## src/rtl/lsu_axi_pkg.sv

```systemverilog
// Shared types and constants for the LSU AXI4-Lite initiator.
// State encoding, access-size codes, response code, strobe helpers.
package lsu_axi_pkg;

    typedef enum logic [2:0] {
        IDLE,
        RD_ADDR,
        RD_DATA,
        WR,
        WR_RESP,
        DONE
    } state_t;

    localparam logic [1:0] SIZE_B    = 2'b00;
    localparam logic [1:0] SIZE_H    = 2'b01;
    localparam logic [1:0] SIZE_W    = 2'b10;
    localparam logic [1:0] RESP_OKAY = 2'b00;

    // Strobe base masks for byte, half and word accesses.
    localparam logic [3:0] STRB_B = 4'b0001;
    localparam logic [3:0] STRB_H = 4'b0011;
    localparam logic [3:0] STRB_W = 4'b1111;

    function automatic logic [3:0] strb_base(
        input logic [1:0] size
    );
        case (size)
            SIZE_B:  return STRB_B;
            SIZE_H:  return STRB_H;
            SIZE_W:  return STRB_W;
            default: return 4'b0000;
        endcase
    endfunction

    // Illegal size or an access not naturally aligned.
    function automatic logic misaligned(
        input logic [1:0] size,
        input logic [1:0] off
    );
        case (size)
            SIZE_B:  return 1'b0;
            SIZE_H:  return off[0];
            SIZE_W:  return |off;
            default: return 1'b1;
        endcase
    endfunction

endpackage

```

## src/rtl/lsu_load_ext.sv

```systemverilog
// Load data extraction: shifts the bus word down to the byte offset and
// sign/zero-extends it. Ports: i_rdata, i_off, i_size, i_uns -> o_data.
module lsu_load_ext
    import lsu_axi_pkg::*;
(
    input  logic [31:0] i_rdata,
    input  logic [1:0]  i_off,
    input  logic [1:0]  i_size,
    input  logic        i_uns,
    output logic [31:0] o_data
);

    logic [31:0] w_sh;

    assign w_sh = i_rdata >> {i_off, 3'b000};

    always_comb begin
        o_data = 32'h0;
        case (i_size)
            SIZE_B: begin
                if (i_uns) o_data = {24'h0, w_sh[7:0]};
                else       o_data = {{24{w_sh[7]}}, w_sh[7:0]};
            end
            SIZE_H: begin
                if (i_uns) o_data = {16'h0, w_sh[15:0]};
                else       o_data = {{16{w_sh[15]}}, w_sh[15:0]};
            end
            SIZE_W:  o_data = w_sh;
            default: o_data = 32'h0;
        endcase
    end

endmodule

```

## src/rtl/lsu_axi_master.sv

```systemverilog
// AXI4-Lite initiator for the LSU: one load/store at a time, aligned
// store data/strobes, extended load data, one-cycle response pulse.
// Ports: clk, rst (async active-low), req_* from execute, resp_* back,
// m_ar*/m_r* read channels, m_aw*/m_w*/m_b* write channels.
module lsu_axi_master
    import lsu_axi_pkg::*;
#(
    parameter int ADDR_W = 32,
    parameter int DATA_W = 32
) (
    input  logic                clk,
    input  logic                rst,
    input  logic                req_valid,
    output logic                req_ready,
    input  logic                req_wen,
    input  logic [ADDR_W-1:0]   req_addr,
    input  logic [1:0]          req_size,
    input  logic                req_unsigned,
    input  logic [DATA_W-1:0]   req_wdata,
    output logic                resp_valid,
    output logic [DATA_W-1:0]   resp_rdata,
    output logic                resp_err,
    output logic [ADDR_W-1:0]   m_araddr,
    output logic                m_arvalid,
    input  logic                m_arready,
    input  logic [DATA_W-1:0]   m_rdata,
    input  logic [1:0]          m_rresp,
    input  logic                m_rvalid,
    output logic                m_rready,
    output logic [ADDR_W-1:0]   m_awaddr,
    output logic                m_awvalid,
    input  logic                m_awready,
    output logic [DATA_W-1:0]   m_wdata,
    output logic [DATA_W/8-1:0] m_wstrb,
    output logic                m_wvalid,
    input  logic                m_wready,
    input  logic [1:0]          m_bresp,
    input  logic                m_bvalid,
    output logic                m_bready
);

    state_t              r_state;
    logic [1:0]          r_off;
    logic [1:0]          r_size;
    logic                r_uns;
    logic [ADDR_W-1:0]   r_addr;
    logic [DATA_W-1:0]   r_wdata;
    logic [DATA_W/8-1:0] r_wstrb;
    logic                r_arvalid;
    logic                r_rready;
    logic                r_awvalid;
    logic                r_wvalid;
    logic                r_bready;
    logic                r_aw_done;
    logic                r_w_done;
    logic                r_resp_valid;
    logic                r_resp_err;
    logic [DATA_W-1:0]   r_resp_rdata;

    logic [31:0] w_ld_data;
    logic        w_aw_hs;
    logic        w_w_hs;
    logic        w_aw_fin;
    logic        w_w_fin;

    lsu_load_ext u_ext (
        .i_rdata (m_rdata),
        .i_off   (r_off),
        .i_size  (r_size),
        .i_uns   (r_uns),
        .o_data  (w_ld_data)
    );

    assign w_aw_hs  = r_awvalid & m_awready;
    assign w_w_hs   = r_wvalid & m_wready;
    assign w_aw_fin = r_aw_done | w_aw_hs;
    assign w_w_fin  = r_w_done | w_w_hs;

    // Held low during reset even though the state already reads IDLE.
    assign req_ready  = rst & (r_state == IDLE);
    assign resp_valid = r_resp_valid;
    assign resp_err   = r_resp_err;
    assign resp_rdata = r_resp_rdata;
    assign m_araddr   = r_addr;
    assign m_awaddr   = r_addr;
    assign m_arvalid  = r_arvalid;
    assign m_rready   = r_rready;
    assign m_awvalid  = r_awvalid;
    assign m_wvalid   = r_wvalid;
    assign m_wdata    = r_wdata;
    assign m_wstrb    = r_wstrb;
    assign m_bready   = r_bready;

    always_ff @(posedge clk or negedge rst) begin
        if (!rst) begin
            r_state      <= IDLE;
            r_off        <= 2'b00;
            r_size       <= 2'b00;
            r_uns        <= 1'b0;
            r_addr       <= '0;
            r_wdata      <= '0;
            r_wstrb      <= '0;
            r_arvalid    <= 1'b0;
            r_rready     <= 1'b0;
            r_awvalid    <= 1'b0;
            r_wvalid     <= 1'b0;
            r_bready     <= 1'b0;
            r_aw_done    <= 1'b0;
            r_w_done     <= 1'b0;
            r_resp_valid <= 1'b0;
            r_resp_err   <= 1'b0;
            r_resp_rdata <= '0;
        end else begin
            case (r_state)
                IDLE: begin
                    if (req_valid) begin
                        r_off   <= req_addr[1:0];
                        r_size  <= req_size;
                        r_uns   <= req_unsigned;
                        r_addr  <= {req_addr[ADDR_W-1:2], 2'b00};
                        r_wdata <= req_wdata << {req_addr[1:0], 3'b000};
                        r_wstrb <= strb_base(req_size) << req_addr[1:0];
                        if (misaligned(req_size, req_addr[1:0])) begin
                            r_state      <= DONE;
                            r_resp_valid <= 1'b1;
                            r_resp_err   <= 1'b1;
                            r_resp_rdata <= '0;
                        end else if (req_wen) begin
                            r_state   <= WR;
                            r_awvalid <= 1'b1;
                            r_wvalid  <= 1'b1;
                            r_aw_done <= 1'b0;
                            r_w_done  <= 1'b0;
                        end else begin
                            r_state   <= RD_ADDR;
                            r_arvalid <= 1'b1;
                        end
                    end
                end
                RD_ADDR: begin
                    if (m_arready) begin
                        r_arvalid <= 1'b0;
                        r_rready  <= 1'b1;
                        r_state   <= RD_DATA;
                    end
                end
                RD_DATA: begin
                    if (m_rvalid) begin
                        r_rready     <= 1'b0;
                        r_state      <= DONE;
                        r_resp_valid <= 1'b1;
                        if (m_rresp != RESP_OKAY) begin
                            r_resp_err   <= 1'b1;
                            r_resp_rdata <= '0;
                        end else begin
                            r_resp_err   <= 1'b0;
                            r_resp_rdata <= w_ld_data;
                        end
                    end
                end
                WR: begin
                    // AW and W complete independently, in any order.
                    if (w_aw_hs) begin
                        r_awvalid <= 1'b0;
                        r_aw_done <= 1'b1;
                    end
                    if (w_w_hs) begin
                        r_wvalid <= 1'b0;
                        r_w_done <= 1'b1;
                    end
                    if (w_aw_fin && w_w_fin) begin
                        r_state  <= WR_RESP;
                        r_bready <= 1'b1;
                    end
                end
                WR_RESP: begin
                    if (m_bvalid) begin
                        r_bready     <= 1'b0;
                        r_state      <= DONE;
                        r_resp_valid <= 1'b1;
                        r_resp_err   <= (m_bresp != RESP_OKAY);
                        r_resp_rdata <= '0;
                    end
                end
                DONE: begin
                    r_resp_valid <= 1'b0;
                    r_resp_err   <= 1'b0;
                    r_resp_rdata <= '0;
                    r_state      <= IDLE;
                end
                default: r_state <= IDLE;
            endcase
        end
    end

endmodule

```

## config.mk

```make
export PLATFORM = sky130hd
export DESIGN_NAME = lsu_axi_master
export DESIGN_NICKNAME = d
export VERILOG_FILES = /design/src/rtl/lsu_axi_pkg.sv /design/src/rtl/lsu_load_ext.sv /design/src/rtl/lsu_axi_master.sv
export SDC_FILE = /design/constraint.sdc
export NUM_CORES = 1
export LEC_CHECK = 0
export ABC_CLOCK_PERIOD_IN_PS = 3000
export CORE_MARGIN = 1
export CORE_UTILIZATION = 47
export CTS_CLUSTER_DIAMETER = 60
export DETAILED_ROUTE_END_ITERATION = 10
export PLACE_DENSITY = 0.92
export SYNTH_ARGS = -nofsm -noshare
export SYNTH_HDL_FRONTEND = slang
export SYNTH_SLANG_ARGS = --single-unit
```

## constraint.sdc

```tcl
create_clock -name clk -period 3 [get_ports clk]
set_input_delay 0.3 -clock clk [delete_from_list [all_inputs] [get_ports clk]]
set_output_delay 0.3 -clock clk [all_outputs]
set_load 0.01 [all_outputs]
```

# After elaboration in Yosys (flattened, before gate mapping)
# Cells that the tools add are included.
word_totals:
  regBits: 115
  inputBits: 112
  out_inout_bits: 140
  elab_cells: 122
op_classes:
  n_eq_ne: 20
  shifts: 3
  muxes: 57
  bitwise_logic: 5
  n_reduce_logical: 20
op_table:
  columns: ["op", "n"]
  rows:
  - ["32-bit two-way mux", 7]
  - ["32-bit one-hot mux with 4 select lines", 1]
  - ["32-bit one-hot mux with 3 select lines", 1]
  - ["32-bit by 5-bit << shifter with 32-bit output", 1]
  - ["32-bit by 5-bit right shift with 32-bit output", 1]
  - ["1-bit two-way mux", 27]
  - ["5-bit AND reduction", 5]
  - ["2-bit inequality test, second input constant", 10]
  - ["3-bit two-way mux", 6]
  - ["3-bit one-hot mux with 5 select lines", 1]
  - ["1-bit one-hot mux with 2 select lines", 7]
  - ["4-bit one-hot mux with 3 select lines", 1]
  - ["2-bit nonzero test", 6]
  - ["4-bit two-way mux", 2]
  - ["1-bit one-hot mux with 4 select lines", 2]
  - ["3-bit by 2-bit == test with 1-bit output, second input constant", 2]
  - ["3-bit == test, second input constant", 2]
  - ["3-bit AND reduction", 2]
  - ["2-bit by 1-bit == test with 1-bit output, second input constant", 2]
  - ["2-bit == test, second input constant", 2]
  - ["2-bit logical NOT", 2]
  - ["4-bit nonzero test", 1]
  - ["4-bit by 2-bit << shifter with 4-bit output", 1]
  - ["1-bit AND", 3]
  - ["9 further kinds", 10]

# Depth between registers and ports, before layout
logic_depth:
  ltp_word: 7
  ltp_mapped: 8
  ltp_nobuf: 6

# Modules after synthesis
# From an unflattened synthesis, not the netlist that was laid out.
hier_totals:
  hier_cells: 710
  area_unflattened_um2: 6307.3
by_module_without_submodules:
  columns: ["module", "n_inst", "cells_per_inst", "area_per_inst_um2", "seq_area_each_um2"]
  rows:
  - ["lsu_axi_master", 1, 596, 5515.3, 2877.8]
  - ["lsu_load_ext", 1, 114, 792.0, 0.0]

# Least setup slack after synthesis
# No wires, ideal clock.
synth_timing:
  kind: "input-to-reg"
  start: "input req_size[0]"
  end: "register r_resp_rdata[4], in the netlist resp_rdata[4]"
  setup_ns: 0.122
  t_arrival_ns: 1.712
  t_required_ns: 2.878
  slack_ns: 1.166
  cell_stages: 7
  path_buffers: 1
  path_cell_list: "inv_1 > ha_1 > or3_4 > and2_4 > o211a_4 > buf_6 > a32o_1"
synth_via:
  elab_chain_len: 6
  word_cells_on_any_way: 8
  classes_between: "3 x eq/ne; 3 x mux; 2 x reduce/logical"
synth_lines:
  columns: ["item", "line_no", "source"]
  rows:
  - ["start: declaration", "lsu_axi_master.sv:17", "input logic [1:0] req_size,"]
  - ["2-bit == test, or another cell as far along", "lsu_axi_pkg.sv:40", "case (size)"]
  - ["1-bit one-hot mux with 3 select lines (*)", "lsu_axi_pkg.sv:40", null]
  - ["1-bit two-way mux (*)", "lsu_axi_master.sv:116", "if (req_valid) begin"]
  - ["1-bit two-way mux (*)", "lsu_axi_master.sv:114", "case (r_state)"]
  - ["2-bit by 1-bit inequality test with 1-bit output (no line) (*)", null, null]
  - ["5-bit AND reduction (no line) (*)", null, null]
  - ["end signal: assignment", "lsu_axi_master.sv:157", "r_resp_rdata <= w_ld_data;"]
  - ["end: declaration", "lsu_axi_master.sv:58", "logic [DATA_W-1:0] r_resp_rdata;"]
# Every way passes the cells marked *; elsewhere a longest branch is shown, timed or not. The select of a mux whose other input is x is not followed.
# A chain may end at the register's enable or synchronous reset.

# Final worst setup path
layout_timing:
  start: "register r_state[0]"
  end: "output req_ready"
layout_via:
  elab_chain_len: 2
layout_lines:
  columns: ["item", "line_no", "source"]
  rows:
  - ["start: declaration", "lsu_axi_master.sv:42", "state_t r_state;"]
  - ["start signal: assignment", "lsu_axi_master.sv:96", "r_state <= IDLE;"]
  - ["start signal: assignment", "lsu_axi_master.sv:124", "r_state <= DONE;"]
  - ["start signal: assignment", "lsu_axi_master.sv:129", "r_state <= WR;"]
  - ["3-bit logical NOT", "lsu_axi_master.sv:80", "assign req_ready = rst & (r_state == IDLE);"]
  - ["1-bit AND", "lsu_axi_master.sv:80", null]
  - ["end: declaration", "lsu_axi_master.sv:14", "output logic req_ready,"]
# Every way passes these cells.

==> flow_summary_export.csv <==
group,metric,value,unit
run_status,outcome,"complete, no violations",
clock_network,clock-sinks,115,
drt,drt_first_iter_violations,491,
timing,hold_viol_final,0,
timing,rsz0062_at_grt,"false",
worst_setup_path,endpoint_kind,"output port",
timing,tightestPinTransition,0.816,ns
timing,finalClockSkew,0.0105,ns
worst_setup_path,cp.arrival,2.21,ns
drt,route.detailed.drc,0,
clock_network,insertion_delay,0.42,ns
clock_network,htreeDepth,4,
pwr,vdd_drop_max,0.597,mV
layout,final_core_utilization,0.717,
grt,overflow,0,
synth,synthArstFlopShare,1.00,
floorplan,coreArea,12600,um^2
synth,synth_most_common_cell,"nand2_1",
worst_setup_path,critical_path_class,"reg -> out",
synth,syn_inst,632,
drt,wl,18.2,mm
worst_setup_path,critPathLaunchType,"register",
synth,yosysUniqueCellTypes,54,
synth,synth_seq_cells,115,
layout,fill_cells,890,
synth,synth_ff_type,"dfrtp_1",
layout,nets,948,
drt,postRouteAntennaNets,0,
placed_design,routabilityCongestion,0.850,
layout,multi_input_area,2690,um^2
grt,first_global_vias,5447,
timing,fin_ws,0.494,ns
grt,grt_usage,0.279,
job,maxCapViolations,0,
drt,avgViaCountPerCell,5.47,
timing,period_minus_slack,2.51,ns
floorplan,io_pins,252,
layout,final_area,9050,um^2
clock_network,clockBufferDepth,2,
layout,diodes,0,
synth,synth_area_leaders,"dfrtp_1 47%, nand2_1 9.8%, mux2i_1 5.9%",
layout,areaGrowthSynthToFinish,48.8,%
grt,grt_antenna_before_repair,0,
placed_design,place_ws,0.546,ns
floorplan,start_util,0.482,
drt,firstDrtPassIters,7,
synth,synthDominantAreaCellType,"dfrtp_1",
placed_design,placed_area,8390,um^2
worst_setup_path,critPathMaxFanout,19,
timing,fin_tns_setup,0,ns
placed_design,io_buffer_count,247,
synth,ys_top_cells_by_count,"158 x nand2_1, 115 x dfrtp_1, 39 x buf_4",
synth,syn_area_per_cell,9.62,um^2
grt,grt_max_degree,59,
clock_network,path_clk_slew,0.05,ns
pwr,p_leak,3.99,nW
drt,wl_per_cell,17.9,um
layout,drive_above_1_share,0.0875,
timing,relSlewSlack,0.456,
layout,regArea,2880,um^2
synth,synth_edf_count,0,
floorplan,fp.dieW,116,um
clock_network,cts_tree,"yes",
floorplan,fp-row-count,41,
clock_network,cts_buffers,17,
timing,fmax,399,MHz
clock_network,post_cts_resized,0,
placed_design,hpwl,13.0,mm
pwr,p_per_area,984,nW/um^2
grt,grt_pass1_wl,28.2,mm
floorplan,dieArea,13400,um^2
clock_network,cts_setup_buffers,0,
timing,min_period_over_period,0.835,
clock_network,postCtsHoldBufs,0,
worst_setup_path,required,2.70,ns
synth,synth.cell_area,6080,um^2
synth,synth_top_area_share,0.473,
synth,synth_warnings,0,
clock_network,clockRootBuffer,"clkbuf_16",
timing,finalSetupViolCount,0,
layout,final_cells,1018,
floorplan,die_h,116,um
min_path,min_path_type,"in -> async",
drt,vias,5572,
placed_design,dp.cells,986,
timing,report.final.slew_viol_count,0,
synth,yosysSeqAreaShare,0.473,
## power by group
| part | internal (mW) | total [mW] | switching [mW] |
|---|---|---|---|
| sequential | 2.12 | 2.66 | 0.543 |
| clock | 1.56 | 2.25 | 0.694 |
| combinational | 2.10 | 3.99 | 1.89 |
| total | 5.77 | 8.90 | 3.13 |
## critical path, cell delays in order (launching register included)
cell,delay (ns)
dfrtp_1,0.59
nor3_1,0.48
and2_1,0.20
clkdlybuf4s50_1,0.53
## sequential cells by signal, summed over array words and instances (netlist names), 2 cells and up
signal / flops
r_off: 2
r_size: 2
m_araddr: 30
r_state: 3
m_wdata: 32
resp_rdata: 32
m_wstrb: 4
## layout make-up
type                       count  area share
clock buffer                  23      0.0539
inverter                       8     0.00332
multi-input combinational    431       0.297
timing repair buffer         260       0.285
tap                          172      0.0238
sequential                   115       0.318
clock inverter                 9      0.0192
## worst paths after layout
check / slack, ns / startpoint / to / depth (start not counted)
min reg2reg: 0.48 / m_wdata[1] / m_wdata[1] / 2
max: 0.49 / r_state[0] / req_ready / 3
max in group asynchronous: 2.42 / rst / m_araddr[19] / 2
min: 0.06 / rst / m_awvalid / 2
max reg2reg: 0.74 / r_state[0] / m_awvalid / 5
min in group clk: 0.41 / req_addr[29] / m_araddr[29] / 3
## layer usage
metal / up-vias / routed length [um] / global-route usage
met3: 38 / 1680 / 0.0811
met5: - / 0 / 0
met1: 2691 / 6930 / 0.329
met4: 0 / 398 / 0.110
li1: 2574 / - / -
met2: 269 / 9180 / 0.479
## stage by stage
stage | hold slack, ns | power, mW
floorplan | 0.00441 | 4.88
global placement | 0.451 | 6.49
detailed placement | 0.460 | 6.61
CTS | 0.0711 | 8.93
global route | 0.124 | 9.41
finish | 0.0643 | 8.90
## layout by cell type, fill, tap and decap left out, types with 4 or more instances in the layout
master	n
mux2_2	12
clkbuf_16	17
a211o_1	7
nor2_1	20
o22ai_1	10
a21oi_1	31
clkbuf_8	4
buf_4	13
mux2i_1	36
bufinv_16	5
a211oi_1	9
conb_1	4
a2bb2oi_1	8
inv_1	8
o21ai_0	18
dfrtp_1	115
a32o_1	8
a22o_1	11
o31ai_1	8
nor2b_1	20
o2bb2ai_1	22
nand2_1	157
nand3_1	10
clkdlybuf4s50_1	245
## logic make-up (layout without fill, tap and decap cells)
kind of cell | after synthesis | count (layout) | share of synthesized area
AO/OA/AOI/OAI | 151 | 151 | 0.189
adder cells (fa/ha/maj) | 3 | 3 | 0.00618
buffers and inverters | 89 | 300 | 0.0869
flip-flops | 115 | 115 | 0.473
multiplexers | 49 | 49 | 0.0852
other | 1 | 4 | 0.000617
AND/OR/NAND/NOR | 224 | 224 | 0.159
Power figures use the tool's default switching activity.
